[src/rtl/pll_lock_supervisor.sv]
// rtl/pll_lock_supervisor.sv - per-channel PolarFire CCC PLL powerdown/lock sequencer
// Define PLL_SUP_LOSS_CNT_EN to implement the per-channel LOSS_COUNT counters.
module pll_lock_supervisor #(
  parameter int NUM_PLL          = 2,
  parameter int LOCK_SYNC_STAGES = 2,
  parameter int PD_CYCLES        = 64,
  parameter int TIMEOUT_CYCLES   = 65536,
  parameter int STABLE_CYCLES    = 1024,
  parameter int MAX_RETRIES      = 3
) (
  input  logic                 REF_CLK,
  input  logic                 RESET,
  input  logic [NUM_PLL-1:0]   ENABLE,
  input  logic [NUM_PLL-1:0]   PLL_LOCK,
  input  logic                 FAULT_CLR,
  output logic [NUM_PLL-1:0]   PLL_POWERDOWN_N,
  output logic [NUM_PLL-1:0]   PLL_READY,
  output logic [NUM_PLL-1:0]   PLL_FAULT,
  output logic                 ALL_READY,
  output logic [8*NUM_PLL-1:0] LOSS_COUNT
);

  localparam int MAX_A   = (PD_CYCLES > TIMEOUT_CYCLES) ? PD_CYCLES : TIMEOUT_CYCLES;
  localparam int MAX_CNT = (MAX_A > STABLE_CYCLES) ? MAX_A : STABLE_CYCLES;
  localparam int CW      = $clog2(MAX_CNT + 1);
  localparam int RW      = $clog2(MAX_RETRIES + 1);

  localparam logic [CW-1:0] PD_MAX  = CW'(PD_CYCLES);
  localparam logic [CW-1:0] TO_LAST = CW'(TIMEOUT_CYCLES - 1);
  localparam logic [CW-1:0] ST_LAST = CW'(STABLE_CYCLES - 1);
  localparam logic [RW-1:0] RTY_MAX = RW'(MAX_RETRIES);

  localparam logic [2:0] S_IDLE   = 3'd0;
  localparam logic [2:0] S_WAIT   = 3'd1;
  localparam logic [2:0] S_STABLE = 3'd2;
  localparam logic [2:0] S_READY  = 3'd3;
  localparam logic [2:0] S_FAULT  = 3'd4;

  genvar g;
  generate
    for (g = 0; g < NUM_PLL; g++) begin : g_ch
      logic [LOCK_SYNC_STAGES-1:0] sync;
      logic                        lk;
      logic [2:0]                  state;
      logic [2:0]                  state_nx;
      logic [CW-1:0]               cnt;
      logic [CW-1:0]               cnt_nx;
      logic [RW-1:0]               rty;
      logic [RW-1:0]               rty_nx;
      logic                        pd_q;
      logic                        rdy_q;
      logic                        flt_q;

      assign lk = sync[LOCK_SYNC_STAGES-1];

      always_ff @(posedge REF_CLK or posedge RESET) begin
        if (RESET) begin
          sync <= '0;
        end else begin
          sync <= {sync[LOCK_SYNC_STAGES-2:0], PLL_LOCK[g]};
        end
      end

      always_comb begin
        state_nx = state;
        rty_nx   = rty;
        case (state)
          S_IDLE: begin
            if (ENABLE[g] && cnt == PD_MAX) state_nx = S_WAIT;
          end
          S_WAIT: begin
            if (!ENABLE[g]) begin
              state_nx = S_IDLE;
            end else if (lk) begin
              state_nx = S_STABLE;
            end else if (cnt == TO_LAST) begin
              rty_nx   = rty + RW'(1);
              state_nx = (rty_nx == RTY_MAX) ? S_FAULT : S_IDLE;
            end
          end
          S_STABLE: begin
            // A lock dropout here restarts the wait without charging a retry.
            if (!ENABLE[g]) begin
              state_nx = S_IDLE;
            end else if (!lk) begin
              state_nx = S_WAIT;
            end else if (cnt == ST_LAST) begin
              state_nx = S_READY;
              rty_nx   = '0;
            end
          end
          S_READY: begin
            if (!ENABLE[g] || !lk) state_nx = S_IDLE;
          end
          S_FAULT: begin
            if (FAULT_CLR) begin
              state_nx = S_IDLE;
              rty_nx   = '0;
            end
          end
          default: state_nx = S_IDLE;
        endcase

        if (state_nx != state) begin
          cnt_nx = '0;
        end else if ((state == S_IDLE && cnt != PD_MAX) || state == S_WAIT || state == S_STABLE) begin
          cnt_nx = cnt + CW'(1);
        end else begin
          cnt_nx = cnt;
        end
      end

      // Outputs decode the next state so they change on the same edge as the FSM.
      always_ff @(posedge REF_CLK or posedge RESET) begin
        if (RESET) begin
          state <= S_IDLE;
          cnt   <= '0;
          rty   <= '0;
          pd_q  <= 1'b0;
          rdy_q <= 1'b0;
          flt_q <= 1'b0;
        end else begin
          state <= state_nx;
          cnt   <= cnt_nx;
          rty   <= rty_nx;
          pd_q  <= (state_nx == S_WAIT) || (state_nx == S_STABLE) || (state_nx == S_READY);
          rdy_q <= (state_nx == S_READY);
          flt_q <= (state_nx == S_FAULT);
        end
      end

      assign PLL_POWERDOWN_N[g] = pd_q;
      assign PLL_READY[g]       = rdy_q;
      assign PLL_FAULT[g]       = flt_q;

`ifdef PLL_SUP_LOSS_CNT_EN
      logic       loss_evt;
      logic [7:0] loss_cnt;

      // A disable in the same cycle as the dropout is an orderly shutdown, not a loss.
      assign loss_evt = (state == S_READY) && ENABLE[g] && !lk;

      always_ff @(posedge REF_CLK or posedge RESET) begin
        if (RESET) begin
          loss_cnt <= '0;
        end else if (loss_evt && loss_cnt != 8'hFF) begin
          loss_cnt <= loss_cnt + 8'd1;
        end
      end

      assign LOSS_COUNT[8*g +: 8] = loss_cnt;
`else
      assign LOSS_COUNT[8*g +: 8] = 8'd0;
`endif
    end
  endgenerate

  always_ff @(posedge REF_CLK or posedge RESET) begin
    if (RESET) begin
      ALL_READY <= 1'b0;
    end else begin
      ALL_READY <= (&(PLL_READY | ~ENABLE)) & (|ENABLE);
    end
  end

endmodule

[config.mk]
export PLATFORM = sky130hd
export DESIGN_NAME = pll_lock_supervisor
export DESIGN_NICKNAME = d
export VERILOG_FILES = /design/src/rtl/pll_lock_supervisor.sv
export SDC_FILE = /design/constraint.sdc
export NUM_CORES = 1
export LEC_CHECK = 0
export ABC_AREA = 1
export CORE_UTILIZATION = 41
export CTS_CLUSTER_DIAMETER = 30
export CTS_CLUSTER_SIZE = 25
export DETAILED_ROUTE_END_ITERATION = 10
export SLEW_MARGIN = 10
export SYNTH_ARGS = -nofsm -noshare
export SYNTH_HDL_FRONTEND = slang
export SYNTH_SLANG_ARGS = --single-unit
[constraint.sdc]
create_clock -name REF_CLK -period 3.05 [get_ports REF_CLK]
set_clock_uncertainty 0.05 [all_clocks]
set_input_delay 0.61 -clock REF_CLK [delete_from_list [all_inputs] [get_ports REF_CLK]]
set_output_delay 0.61 -clock REF_CLK [all_outputs]
set_load 0.005 [all_outputs]
Word-level counts from Yosys, hierarchy flattened --
Cells that the tools add are included.
Word-level totals: bits in registers 55, bits of input ports 7, output and inout bits 23, logic and storage cells 133
Operators by class: add/subtract/negate cells 4, equal/unequal tests 42, mux-type cells 41, bitwise operators 3, reductions and logical operators 28
Operators by type and width (number):
- $mux 17 | 4
- $mux 3 | 20
- $add 17x1->17 const B | 2
- $eq 17x10->1 const B | 2
- $eq 17x16->1 const B | 2
- $eq 17x7->1 const B | 2
- $ne 17x7->1 const B | 2
- $pmux 3 s5 | 2
- $ne 2x2->1 const B | 14
- $mux 2 | 13
- $eq 3x2->1 const B | 8
- $reduce_and 8->1 | 2
- $eq 3x1->1 const B | 4
- $eq 3x3->1 const B | 4
- $pmux 2 s3 | 2
- $logic_or 1x1->1 | 10
- $logic_not 3->1 | 2
- $ne 3x3->1 | 2
- $reduce_bool 3->1 | 2
- $add 2x1->2 const B | 2
- $eq 2x2->1 const B | 2
- $logic_and 1x1->1 | 4
- $logic_not 1->1 | 4
- $reduce_bool 2->1 | 2
- other kinds (5) | 5

Logic depth before layout (Yosys ltp) --
Gate-level depths: netlist of the first run.
word-level depth 10, mapped depth 17

Worst setup path after synthesis of the first run --
OpenSTA, ideal clock, no wires.
kind register to register, start point reg g_ch[1].cnt[1], end point reg g_ch[1].cnt[4], library setup time 0.123 ns, data arrival time 2.308 ns, data required time 2.877 ns, slack 0.570 ns, cell stages (with the launch flop) 15, buffers on the path 1, path through dfrtp_1 ha_1 nand3_1 nor3_4 nor4b_1 ha_1 nor2_1 nor2_1 nor3_2 nor3_2 inv_2 o21a_1 nand2_4 buf_6 nor2_4
On the way: longest elaborated chain between the ends 7, elaborated cells between the ends (all ways) 21, classes of those cells add/sub (1); eq/ne (5); mux (10); reduce/logical (5)
RTL lines:
- start, declared | RTL line 46 | logic [CW-1:0] cnt;
- start signal, assigned | RTL line 124 | cnt <= cnt_nx;
- $eq 17x10->1 / $eq 17x16->1 (equally long branches) | RTL line 87, 76
- $mux 3 (on tied branches) | RTL line 87, 76
- $mux 3 (on tied branches) | RTL line 85, 74
- $mux 3 (on tied branches) | RTL line 83, 72
- $pmux 3 s5 (*) | RTL line 67 | case (state)
- net g_ch[1].state_nx[1] | RTL line 45 | logic [2:0] state_nx;
- $ne 3x3->1 (*) | RTL line 104 | if (state_nx != state) begin
- $mux 17 / $reduce_bool 2->1 (equally long branches)
The timed path passes the listed nets; every way through them passes the cells marked *. The select of a mux whose other input is x is not followed. A chain may end at the register's enable or synchronous reset.

Worst setup path in the final report of the first run --
start point reg g_ch[1].cnt[1], end point reg g_ch[1].cnt[13]
On the way: longest elaborated chain between the ends 7, elaborated cells between the ends (all ways) 21, classes of those cells add/sub (1); eq/ne (5); mux (10); reduce/logical (5)
RTL lines (RTL line):
- $eq 17x10->1 / $eq 17x16->1 (equally long branches) | 87, 76
- $mux 3 (on tied branches) | 87, 76
- $mux 3 (on tied branches) | 85, 74
- $mux 3 (on tied branches) | 83, 72
- $pmux 3 s5 | 67
- $ne 3x3->1 | 104
- $mux 17 / $reduce_bool 2->1 (equally long branches)
Several ways; a longest one is shown, not always the timed one. The select of a mux whose other input is x is not followed.

==> reports/qor.csv, run 1 <==
metric;value;unit
r2r_cells;13;
setup.worst_path.start_class;flip-flop;
min_to;g_ch[0].sync[1]$_DFF_PP0_;
relSlewSlack;52.58;%
ys_seq_area_share;39.22;%
core;0.008258;mm^2
rr_startpoint;g_ch[1].cnt[1]$_DFFE_PP0P_;
cp_slowest_cell;dfrtp_1;
busiest_layer;met2;
io_buffers;13;
use_met1;21.16;%
multi_input_area;0.001762;mm^2
final_nets;470;
antenna_left;0;
finalHoldViolCount;0;
rr_endpoint;g_ch[1].cnt[13]$_DFFE_PP0P_;
antenna_found_initial;0;
status;complete, no violations;
rsz0062_at_grt;no;
ios;30;
place.gp.congestion;0.8287;
dpl_worst_slack;260.0;ps
synth.largest_area_cell;dfrtp_1;
period_share;87.33;%
first_global_vias;2639;
min_delay_path_depth;0;
power;2.040;mW
area_delta_synth_final;6.346;%
wl_per_cell;11.26;um
cp_max_fo;17;
path_clk_slew;100;ps
final_common_cell;nand2_1;
cts_buffer_depth;2;
synth.area.top_cells;dfrtp_1 39%, nand2_1 7.8%, nor2_1 6.3%;
cp_slowest_stage_delay;390;ps
crit_family;simple AND/OR/NAND/NOR gates;
netlist_area;0.003510;mm^2
cts-root-buf;clkbuf_8;
die_w;94.52;um
die_h;94.52;um
ys.warnings.count;0;
ir_drop;343.4;uV
numCtsBuffers;5;
fin_util;45.20;%
nFillCells;838;
grt_pass1_wl;11.56;mm
r2r_slack;390;ps
cap_violations;0;
grt_max_degree;56;
crit_buf_inv;0;
path_class;reg2reg;
start_util;42.50;%
netlist_instances;443;
cp.arrival;2810;ps
seqCellArea;0.001376;mm^2
p_leak;1.770;nW
core.rowCount;33;
track_usage;15.98;%
drv_slew;0;
setup-tns-final;0;ps
die_area;0.008934;mm^2
final_cell_mix;73 x nand2_1, 59 x nor2_1, 55 x dfrtp_1, 55 x inv_1, 36 x nand3_1;
cp-end-kind;flip-flop;
path_cells;ha_1 > nand3_1 > nor3_4 > nor4b_2 > ha_1 > nand2_1 > a21oi_1 > nand3_1 > a21oi_1 > nor2_1 > o21a_1 > nand2_4 > nor2_1;
fmax;375.4;MHz
worstMarginPinSlew;711.3;ps
yosysTopAreaCellShare;39.22;%
fin_hold_ws;305.4;ps
powerDensity;546.7;mW/mm^2
cts_setup_buffers;0;
routed_wl;6.294;mm
dpl.hpwl;4.687;mm
fin_ws;386.3;ps
syn_avg_cell_area;7.922;um^2
finalSetupViolCount;0;
drc_errors;0;
dr.pass1.iters;5;
use_met2;26.99;%
cts_tree;built;
ys_ff_latch;55;
layout-drive-gt1-share;13.88;%
overflow;0;
holdCritStartpoint;g_ch[0].sync[0]$_DFF_PP0_;
use_met3;2.738;%
critPathRequiredTime;3190;ps
drtIter0Drc;122;
clock_latency;310;ps
vias_per_cell;4.789;
hp-class;reg2reg;
ys_types;34;
period_needed;2664;ps
cts.sinks;55;
hold_buffers;0;
vias;2677;
cts_htree_levels;2;
antenna_cells;0;
==> cell usage after synthesis <==
cell type  count
o31ai_1        1
nor3_1         9
inv_2          4
a21oi_1       16
buf_12         1
buf_4         23
nand2_4        3
nor2_4        13
o21ai_1        1
nor3_4         1
nand2_2       13
nand3_1       36
nand4_1       11
ha_1          10
xnor2_1        4
nand3_2        3
nor3_2         2
o22ai_1        2
or2_2          1
o21bai_1       1
dfrtp_1       55
nand2_1       73
buf_6          1
conb_1         1
nor2_1        59
nor4b_1        1
inv_1         56
xor2_1        17
buf_2          1
a31oi_1        1
nor4_1         1
nor2_2        13
o21a_1         1
o21ai_0        8
==> layer usage <==
layer | vias to the layer above | part of all wire, %
met3 | 8 | 2.4
met2 | 34 | 48
met5 | - | 0
li1 | 1377 | -
met1 | 1258 | 49
met4 | 0 | 0.87
==> area by class of cell <==
class / instances / area share (%)
multi-input cells: 317 / 47.20
flip-flops and latches: 55 / 36.88
inverters: 60 / 6.034
repair buffers: 14 / 3.688
well taps: 105 / 3.520
clock buffers: 8 / 2.682
==> timing repair <==
| action | CTS | global route |
|---|---|---|
| gates resized for setup | 0 | 1 |
| endpoints found under the setup margin | 0 | 9 |
| hold endpoints to repair | 0 | 0 |
==> metrics by stage <==
| stage | instances | cell area (um^2) |
|---|---|---|
| 2_1_floorplan | 458 | 3566 |
| 3_3_place_gp | 551 | 3626 |
| 3_5_place_dp | 551 | 3626 |
| 4_1_cts | 559 | 3726 |
| 5_1_grt | 559 | 3732 |
| 6_report | 559 | 3732 |
==> how the worst max path moves through the flow <==
stage                          startpoint                     endpoint  slack (ps)  cells after the start
3_3_place_gp   g_ch[1].cnt[1]$_DFFE_PP0P_  g_ch[1].cnt[14]$_DFFE_PP0P_         370                     13
3_5_place_dp   g_ch[1].cnt[1]$_DFFE_PP0P_  g_ch[1].cnt[13]$_DFFE_PP0P_         260                     13
6_report       g_ch[1].cnt[1]$_DFFE_PP0P_  g_ch[1].cnt[13]$_DFFE_PP0P_         390                     13
4_1_cts        g_ch[1].cnt[1]$_DFFE_PP0P_  g_ch[1].cnt[13]$_DFFE_PP0P_         230                     13
5_1_grt        g_ch[1].cnt[1]$_DFFE_PP0P_  g_ch[1].cnt[13]$_DFFE_PP0P_         110                     13
2_1_floorplan  g_ch[1].cnt[1]$_DFFE_PP0P_   g_ch[1].cnt[4]$_DFFE_PP0P_         570                     14
==> logic make-up (layout without fill, tap and decap cells) <==
logic type                 after synthesis  in the layout  synth area share, %
AOI/OAI and AO/OA                       31             31                4.742
xor gates and xnor gates                21             21                5.240
adders and majority gates               10             10                3.565
buffers and inverters                   86             82                12.37
DFF                                     55             55                39.22
other                                    1             16               0.1068
and+or+nand+nor                        239            239                34.76
==> flip-flops by register name, summed over array words and instances, names as in the netlist <==
register    count
g_ch.rty        4
g_ch.pd_q       2
g_ch.rdy_q      2
ALL_READY       1
g_ch.state      6
g_ch.sync       4
g_ch.flt_q      2
g_ch.cnt       34
==> power by group <==
part / total [mW] / switching [mW] / internal (mW)
clock: 0.438 / 0.230 / 0.208
sequential: 0.993 / 0.138 / 0.856
combinational: 0.609 / 0.353 / 0.256
total: 2.04 / 0.721 / 1.32
No activity file was read; power rests on OpenSTA's default activity.
==> run 2: changes to the inputs <==
PLACE_DENSITY = 0.65   (was unset)
==> reports/qor.csv, run 2 (synthesis gave the netlist of run 1 again) <==
metric;value;unit;change
ios;30;;unchanged
cts.sinks;55;;unchanged
finalHoldViolCount;0;;unchanged
die_w;94.52;um;unchanged
fin_area;0.003732;mm^2;unchanged
cp_slowest_cell;dfrtp_1;;unchanged
final_common_cell;nand2_1;;unchanged
wl_per_cell;11.15;um;was 11.26 um
cts_buffer_depth;2;;unchanged
dpl.hpwl;4.766;mm;was 4.687 mm
finalSetupViolCount;0;;unchanged
routed_wl;6.257;mm;was 6.294 mm
drv_slew;0;;unchanged
cp_slowest_stage_delay;380;ps;was 390 ps
placed_area;0.003641;mm^2;was 0.003626 mm^2
path_clk_slew;100;ps;about the same
path_class;reg2reg;;unchanged
core;0.008258;mm^2;unchanged
period_needed;2619;ps;was 2664 ps
grt_pass1_wl;11.03;mm;was 11.56 mm
largestRegisters;g_ch.cnt (34), g_ch.state (6);;unchanged
cts_setup_buffers;0;;unchanged
track_usage;15.50;%;was 15.98%
setup.worst_path.start_class;flip-flop;;unchanged
io_buffers;13;;unchanged
drc_errors;0;;unchanged
die_h;94.52;um;unchanged
clock_latency;310;ps;about the same
crit_family;simple AND/OR/NAND/NOR gates;;unchanged
overflow;0;;unchanged
status;complete, no violations;;unchanged
cp.arrival;2770;ps;was 2810 ps
die_area;0.008934;mm^2;unchanged
p_leak;1.770;nW;about the same
seqCellArea;0.001376;mm^2;unchanged
vias;2635;;was 2677
rsz0062_at_grt;no;;unchanged
path_cells;ha_1 > nand3_1 > nor3_4 > nor4b_2 > ha_1 > nor2_1 > nor2_1 > nor3_2 > nor3_2 > inv_2 > o21a_1 > nand2_4 > nor2_1;;was ha_1 > nand3_1 > nor3_4 > nor4b_2 > ha_1 > nand2_1 > a21oi_1 > nand3_1 > a21oi_1 > nor2_1 > o21a_1 > nand2_4 > nor2_1
cts_resized;0;;unchanged
cts-root-buf;clkbuf_8;;unchanged
regMostFlops;g_ch.cnt;;unchanged
critPathRequiredTime;3200;ps;was 3190 ps
cts_htree_levels;2;;unchanged
multi_input_area;0.001762;mm^2;unchanged
hp-class;reg2reg;;unchanged
grt_max_degree;23;;was 56
largest_reg_flops;34;;unchanged
area_delta_synth_final;6.346;%;unchanged
crit_buf_inv;1;;was 0
final_cell_mix;73 x nand2_1, 59 x nor2_1, 55 x dfrtp_1, 55 x inv_1, 36 x nand3_1;;unchanged
crit_path_frequent_cell;nor2_1;;
hold_buffers;0;;unchanged
setup-tns-final;0;ps;unchanged
dr.pass1.iters;4;;was 5
core.rowCount;33;;unchanged
period_share;85.86;%;was 87.33%
vias_per_cell;4.697;;was 4.789
antenna_cells;0;;unchanged
antenna_left;0;;unchanged
powerDensity;539.2;mW/mm^2;was 546.7 mW/mm^2
drtIter0Drc;103;;was 122
ir_drop;486.0;uV;was 343.4 uV
start_util;42.50;%;unchanged
numCtsBuffers;5;;unchanged
nFillCells;819;;was 838
layout-drive-gt1-share;14.25;%;was 13.88%
fmax;381.9;MHz;was 375.4 MHz
first_global_vias;2493;;was 2639
place.gp.congestion;0.8444;;was 0.8287
cts_tree;built;;unchanged
antenna_found_initial;0;;unchanged
final_nets;472;;was 470
cp-end-kind;flip-flop;;unchanged
cap_violations;0;;unchanged
cp_max_fo;17;;unchanged
[run 2: cell types whose count changed in the layout (fill, tap and decap cells not counted), sizes merged]
cell	change
buf	+2
clkbuf	-2
clkinv	+1
clkinvlp	+1
[run 2: per-layer routing]
layer | track usage (%) | wire length [um] | vias to the layer above
li1 | - | - | 1383
met1 | 20.47 | 3122 | 1220
met2 | 26.87 | 2958 | 27
met3 | 2.657 | 141 | 5
met4 | 2.778 | 34 | 0
met5 | 0 | 0 | -
[run 2: through the flow]
stage               util, %  hold slack (ps)  power (mW)  instances  setup WS, ps
detailed placement    44.09            297.2       1.631        553         293.0
global placement      44.09            281.5       1.609        553         373.7
CTS                   45.12            313.7       2.041        561         268.7
global route          45.20            327.3       2.185        561         147.6
floorplan                 -            281.2       1.519        458         569.7
finish                45.20            300.1       2.013        561         431.2
[run 2: layout make-up]
| type | instances | area share (%) |
|---|---|---|
| well taps | 105 | 3.520 |
| inverters | 60 | 6.034 |
| repair buffers | 16 | 4.090 |
| clock inverters | 2 | 0.3352 |
| clock buffers | 6 | 1.944 |
| flip-flops and latches | 55 | 36.88 |
| multi-input cells | 317 | 47.20 |
[run 2: path summary, 6_finish.rpt]
check / startpoint / slack (ps) / cells past startpoint / endpoint
worst max-delay path: g_ch[1].cnt[1]$_DFFE_PP0P_ / 430 / 13 / g_ch[1].cnt[7]$_DFFE_PP0P_
min in group asynchronous: RESET / 550 / 2 / g_ch[1].cnt[7]$_DFFE_PP0P_
worst min register to register: g_ch[1].sync[0]$_DFF_PP0_ / 300 / 0 / g_ch[1].sync[1]$_DFF_PP0_
worst max register to register: g_ch[1].cnt[1]$_DFFE_PP0P_ / 430 / 13 / g_ch[1].cnt[7]$_DFFE_PP0P_
max in group asynchronous: RESET / 1790 / 3 / g_ch[0].cnt[0]$_DFFE_PP0P_
worst min-delay path: g_ch[1].sync[0]$_DFF_PP0_ / 300 / 0 / g_ch[1].sync[1]$_DFF_PP0_
[run 2: power by group]
part	total (mW)	switching (mW)	leakage [nW]	internal, mW
registers	0.989	0.133	0.726	0.856
logic	0.623	0.362	1.00	0.261
clock network	0.401	0.239	0.0412	0.161
